[config.mk]
export PLATFORM = sky130hd
export DESIGN_NAME = fm_sweep_controller
export DESIGN_NICKNAME = d
export VERILOG_FILES = /design/src/rtl/fm_sweep_controller.sv
export SDC_FILE = /design/constraint.sdc
export NUM_CORES = 1
export LEC_CHECK = 0
export CAP_MARGIN = 40
export CORE_UTILIZATION = 35
export CTS_CLUSTER_DIAMETER = 100
export DETAILED_ROUTE_END_ITERATION = 16
export GPL_TIMING_DRIVEN = 1
export PLACE_DENSITY = 0.57
export SYNTH_ARGS = -nofsm -noshare
export SYNTH_HDL_FRONTEND = slang
export SYNTH_SLANG_ARGS = --single-unit
[constraint.sdc]
create_clock -name i_clk -period 17.7 [get_ports i_clk]
set_input_delay 3.54 -clock i_clk [delete_from_list [all_inputs] [get_ports i_clk]]
set_output_delay 3.54 -clock i_clk [all_outputs]
set_load 0.05 [all_outputs]
[src/rtl/fm_sweep_controller.sv]
// Linear carrier-frequency sweep sequencer for the FM generator: loads a start
// increment, dwells a programmed number of i_ce ticks per point, steps toward the stop.
module fm_sweep_controller #(
  parameter int unsigned accumulator_width = 32,
  parameter int unsigned sine_lookup_width = 16,
  parameter int unsigned dwell_width       = 16
) (
  input  logic                         i_clk,
  input  logic                         i_reset_n,
  input  logic                         i_ce,
  input  logic                         i_start,
  input  logic                         i_abort,
  input  logic                         i_loop,
  input  logic [accumulator_width-2:0] i_start_inc,
  input  logic [accumulator_width-2:0] i_stop_inc,
  input  logic [accumulator_width-2:0] i_step_inc,
  input  logic [dwell_width-1:0]       i_dwell,
  input  logic [accumulator_width-2:0] i_mod_inc,
  input  logic [sine_lookup_width:0]   i_dev,
  output logic [accumulator_width-2:0] o_carrier_center_increment,
  output logic [accumulator_width-2:0] o_modulation_increment,
  output logic [sine_lookup_width:0]   o_modulation_deviation_amount,
  output logic                         o_update,
  output logic                         o_busy,
  output logic                         o_done,
  output logic [dwell_width-1:0]       o_step_count
);

  localparam int unsigned IW   = accumulator_width - 1;
  localparam int unsigned XW   = accumulator_width + 1;
  localparam int unsigned DEVW = sine_lookup_width + 1;
  localparam int unsigned DW   = dwell_width;

  typedef enum logic [2:0] {
    S_IDLE  = 3'd0,
    S_LOAD  = 3'd1,
    S_DWELL = 3'd2,
    S_STEP  = 3'd3,
    S_DONE  = 3'd4
  } state_t;

  state_t r_state;
  state_t w_next_state;

  logic [IW-1:0]   r_sh_start, r_sh_stop, r_sh_step, r_sh_mod;
  logic [DEVW-1:0] r_sh_dev;
  logic [DW-1:0]   r_sh_dwell;
  logic            r_sh_loop;

  logic [IW-1:0]   r_carrier, r_mod;
  logic [DEVW-1:0] r_dev;
  logic [DW-1:0]   r_step_cnt, r_dwell_cnt;
  logic            r_update, r_busy, r_done;

  logic [IW-1:0]   w_carrier_nxt, w_mod_nxt, w_next_point;
  logic [DEVW-1:0] w_dev_nxt;
  logic [DW-1:0]   w_step_cnt_nxt, w_dwell_cnt_nxt, w_dwell_last, w_step_cnt_inc;
  logic            w_update_nxt, w_busy_nxt, w_done_nxt;
  logic            w_capture, w_dwell_end, w_up, w_last_point, w_clamp;
  logic signed [XW-1:0] w_cur_x, w_stop_x, w_step_x, w_sum_x;

  assign w_capture    = ((r_state == S_IDLE) || (r_state == S_DONE)) && i_start && !i_abort;
  assign w_dwell_last = (r_sh_dwell == '0) ? '0 : r_sh_dwell - DW'(1);
  assign w_dwell_end  = i_ce && (r_dwell_cnt == w_dwell_last);
  assign w_up         = $signed(r_sh_start) <= $signed(r_sh_stop);
  assign w_last_point = (r_carrier == r_sh_stop) || (r_sh_step == '0);

  // Two guard bits keep current +/- full-range unsigned step from wrapping before the clamp.
  assign w_cur_x      = {{2{r_carrier[IW-1]}}, r_carrier};
  assign w_stop_x     = {{2{r_sh_stop[IW-1]}}, r_sh_stop};
  assign w_step_x     = {2'b00, r_sh_step};
  assign w_sum_x      = w_up ? (w_cur_x + w_step_x) : (w_cur_x - w_step_x);
  assign w_clamp      = w_up ? (w_sum_x > w_stop_x) : (w_sum_x < w_stop_x);
  assign w_next_point = w_clamp ? r_sh_stop : IW'(w_sum_x);

  assign w_step_cnt_inc = (r_step_cnt == '1) ? r_step_cnt : r_step_cnt + DW'(1);

  // State register
  always_ff @(posedge i_clk) begin
    if (!i_reset_n) r_state <= S_IDLE;
    else            r_state <= w_next_state;
  end

  // Next-state logic; abort overrides everything except reset
  always_comb begin
    w_next_state = r_state;
    if (i_abort) begin
      w_next_state = S_IDLE;
    end else begin
      unique case (r_state)
        S_IDLE, S_DONE: if (i_start) w_next_state = S_LOAD;
        S_LOAD:         w_next_state = S_DWELL;
        S_DWELL:        if (w_dwell_end) w_next_state = S_STEP;
        S_STEP: begin
          if (!w_last_point) w_next_state = S_DWELL;
          else if (r_sh_loop) w_next_state = S_LOAD;
          else                w_next_state = S_DONE;
        end
        default:        w_next_state = S_IDLE;
      endcase
    end
  end

  // Output / datapath next values
  always_comb begin
    w_carrier_nxt   = r_carrier;
    w_mod_nxt       = r_mod;
    w_dev_nxt       = r_dev;
    w_step_cnt_nxt  = r_step_cnt;
    w_dwell_cnt_nxt = '0;
    w_update_nxt    = 1'b0;
    w_done_nxt      = 1'b0;
    w_busy_nxt      = (w_next_state == S_LOAD) || (w_next_state == S_DWELL) ||
                      (w_next_state == S_STEP);
    if ((r_state == S_DWELL) && (w_next_state == S_DWELL))
      w_dwell_cnt_nxt = r_dwell_cnt + DW'(i_ce);
    unique case (r_state)
      S_LOAD: begin
        if (w_next_state == S_DWELL) begin
          w_carrier_nxt  = r_sh_start;
          w_mod_nxt      = r_sh_mod;
          w_dev_nxt      = r_sh_dev;
          w_step_cnt_nxt = '0;
          w_update_nxt   = 1'b1;
        end
      end
      S_STEP: begin
        if (w_next_state == S_DWELL) begin
          w_carrier_nxt  = w_next_point;
          w_step_cnt_nxt = w_step_cnt_inc;
          w_update_nxt   = 1'b1;
        end
        w_done_nxt = (w_next_state == S_DONE);
      end
      default: ;
    endcase
  end

  // Shadow configuration and registered outputs
  always_ff @(posedge i_clk) begin
    if (!i_reset_n) begin
      r_sh_start  <= '0;
      r_sh_stop   <= '0;
      r_sh_step   <= '0;
      r_sh_mod    <= '0;
      r_sh_dev    <= '0;
      r_sh_dwell  <= '0;
      r_sh_loop   <= 1'b0;
      r_carrier   <= '0;
      r_mod       <= '0;
      r_dev       <= '0;
      r_step_cnt  <= '0;
      r_dwell_cnt <= '0;
      r_update    <= 1'b0;
      r_busy      <= 1'b0;
      r_done      <= 1'b0;
    end else begin
      if (w_capture) begin
        r_sh_start <= i_start_inc;
        r_sh_stop  <= i_stop_inc;
        r_sh_step  <= i_step_inc;
        r_sh_mod   <= i_mod_inc;
        r_sh_dev   <= i_dev;
        r_sh_dwell <= i_dwell;
        r_sh_loop  <= i_loop;
      end
      r_carrier   <= w_carrier_nxt;
      r_mod       <= w_mod_nxt;
      r_dev       <= w_dev_nxt;
      r_step_cnt  <= w_step_cnt_nxt;
      r_dwell_cnt <= w_dwell_cnt_nxt;
      r_update    <= w_update_nxt;
      r_busy      <= w_busy_nxt;
      r_done      <= w_done_nxt;
    end
  end

  assign o_carrier_center_increment    = r_carrier;
  assign o_modulation_increment        = r_mod;
  assign o_modulation_deviation_amount = r_dev;
  assign o_step_count                  = r_step_cnt;
  assign o_update                      = r_update;
  assign o_busy                        = r_busy;
  assign o_done                        = r_done;

endmodule
==> reports/results.ini <==
[run_status]
status=finished clean

[worst_setup_path]
critPathCaptureType=flip-flop
cp-start-kind=flip-flop
cp_slowest_stage_delay_ns=0.65
crit_path_max_fanout=37
crit_family=compound AO/OA/AOI/OAI gates
critPathKind=flip-flop to flip-flop
cp_slowest_cell=o21ba_2
crit_required_ns=18.12
arrival_ns=8.79
crit_buf_inv=3

[global_routing]
grt_max_degree=104
overflow=0
grt_first_pass_wirelength_mm=81.1
grt_pass1_vias=14400
antenna_found_initial=3
grt_usage_pct=22.9

[clock_tree]
clock_latency_ns=0.55
ctsResizeCount=0
cts_htree_levels=2
clockBufferDepth=3
postCtsHoldBufs=0
cts_sinks=275
clk_pin_slew_ns=0.06
cts_setup_buffers=0
numCtsBuffers=35
cts_root_buf=clkbuf_16
cts_tree=done

[yosys]
synthDistinctLibCells=70
async_flop_share_pct=0
netlist_area_sq_um=15700
ys_ff_latch=275
yosysSeqAreaShare_pct=35.1
yosys.area.top_type_share_pct=35.1
syn_area_per_cell_sq_um=7.87
synthFlopType=dfxtp_1
synth_common_cells=nand2_1, dfxtp_1, a21boi_0
yosysWarnings=0
synth_nets=2261
netlist_instances=1996
synth_area_leaders=dfxtp_1, nand2_1, a21boi_0, ha_1, xnor2_1
synth_edf_count=0
synth.most_common_cell=nand2_1
synth_top_area_cell=dfxtp_1

[route]
viasPerCell=5.28
wl_per_cell_microns=18.6
drtIter0Drc=1020
routed_wl_mm=52.5
drc_errors=0
vias=14900
postRouteAntennaNets=0
dr.pass1.iters=5

[power_and_ir_drop]
p_comb_share_pct=31.7
seq_power_share_pct=32.4
swShare_pct=34.2
power_frac_clock_pct=35.9
power_density_nw_per_um2=101
p_switching_w=0.000694
p_int_w=0.00133
p_leak_nw=7.49
peakVddDrop_mv=0.0686

[layout]
finalNetCount=2467
fillerInstances=4403
area_growth_pct=27.8
drive_above_1_share_pct=4.31

[timing]
worst_pin_slew_ns=0.904
hold_viol_final=0
period_needed_ns=8.37
skew_ns=0.0144
min_period_over_period_pct=47.3
tns_ns=0
slew_headroom_pct=39.2
holdWs_ns=0.459
rsz0062_at_grt=false
finalSetupViolations=0
maxSlewViolCount=0
fmax_mhz=119

[die]
start_util_pct=35.5
chipHeight_microns=214
coreArea_sq_um=44200
ios=261
die_x_microns=214
rows=77
dieArea_sq_um=45700

[run]
cap_violations=0

[place]
io_buffers=260
gp_congestion=0.946
dp_hpwl_mm=38.9

[min_path]
holdCritPathClass=flip-flop to flip-flop

[metrics by stage]
step | total power [W] | instance area (sq um) | worst slack [ns] | std cells | util, %
final | 0.00203 | 20100 | 9.33 | 2821 | 45.4
after global routing | 0.00214 | 20100 | 8.68 | 2821 | 45.4
after CTS | 0.00204 | 20100 | 9.50 | 2818 | 45.4
after detailed placement | 0.00130 | 18900 | 9.55 | 2757 | 42.7
after global placement | 0.00127 | 18700 | 9.49 | 2750 | 42.3
after floorplan | 0.00107 | 15700 | 10.92 | 1996 | -
[power groups by stage]
stage	registers [W]	clock network, W	logic [W]
2_1_floorplan	0.000668	0	0.000403
3_3_place_gp	0.000669	0	0.000597
4_1_cts	0.000657	0.000751	0.000636
5_1_grt	0.000659	0.000774	0.000702
3_5_place_dp	0.000670	0	0.000633
6_report	0.000657	0.000729	0.000643
[final timing paths]
| check | start | to | slack, ns | depth (start not counted) |
|---|---|---|---|---|
| worst max register to register | r_sh_stop[22]$_SDFFE_PN0P_ | o_carrier_center_increment[0]$_SDFFE_PN0P_ | 9.33 | 28 |
| worst max-delay path | r_sh_stop[22]$_SDFFE_PN0P_ | o_carrier_center_increment[0]$_SDFFE_PN0P_ | 9.33 | 28 |
| worst min register to register | r_sh_mod[16]$_SDFFE_PN0P_ | o_modulation_increment[16]$_SDFFE_PN0P_ | 0.46 | 2 |
| worst min-delay path | r_sh_mod[16]$_SDFFE_PN0P_ | o_modulation_increment[16]$_SDFFE_PN0P_ | 0.46 | 2 |
[tightest hold or removal path: stages (launching register included)]
cell and delay [ns]:
dfxtp_1 0.31, nand2_1 0.05, a21boi_0 0.06
[sequential cells by signal, indices dropped and copies added, names as in the netlist]
name,cells
r_dwell_cnt,16
r_sh_stop,31
o_step_count,16
r_sh_start,31
o_update,1
o_modulation_deviation_amount,17
r_sh_dev,17
o_done,1
r_sh_step,31
o_modulation_increment,31
r_sh_mod,31
o_busy,1
r_state,3
o_carrier_center_increment,31
r_sh_dwell,16
r_sh_loop,1
[placed cells by master, fill, tap and decap left out, drive strengths merged, types with 52 or more instances in the layout]
cell           Yosys  routed
dfxtp            275     275
nand2            497     497
ha               101     101
o21ai             70      70
xnor2             76      76
inv               65      66
nor2              94      94
a21oi             68      68
xor2              52      52
clkdlybuf4s50      0     259
a21boi           208     208
[metal layers]
| layer | global-route usage [%] | up-vias | routed length [microns] |
|---|---|---|---|
| li1 | - | 7350 | - |
| met1 | 30.1 | 6966 | 23500 |
| met2 | 36.2 | 486 | 23400 |
| met3 | 5.23 | 92 | 4000 |
| met4 | 8.82 | 0 | 1660 |
| met5 | 0 | - | 0 |
[cells by family (layout without fill, tap and decap cells)]
kind of cell,after synthesis,count (layout),share of synthesized area [%]
AOI/OAI and AO/OA,513,513,22.7
buffers and inverters,178,408,4.53
xor gates and xnor gates,128,128,7.14
adders and majority gates,102,102,8.18
and+or+nand+nor,793,793,22.0
DFF,275,275,35.1
other,0,3,0
muxes,7,7,0.454
[final cells by class]
| class | instances | area [sq um] | area share [%] |
|---|---|---|---|
| diodes | 3 | 7.51 | 0.0374 |
| repair buffers | 281 | 2890 | 14.4 |
| well taps | 592 | 741 | 3.69 |
| clock buffers | 51 | 1030 | 5.12 |
| clock inverters | 10 | 140 | 0.698 |
| multi-input cells | 1543 | 9510 | 47.4 |
| flip-flops and latches | 275 | 5510 | 27.4 |
| inverters | 66 | 248 | 1.23 |
Note: power is estimated with default switching activity, not from simulation.
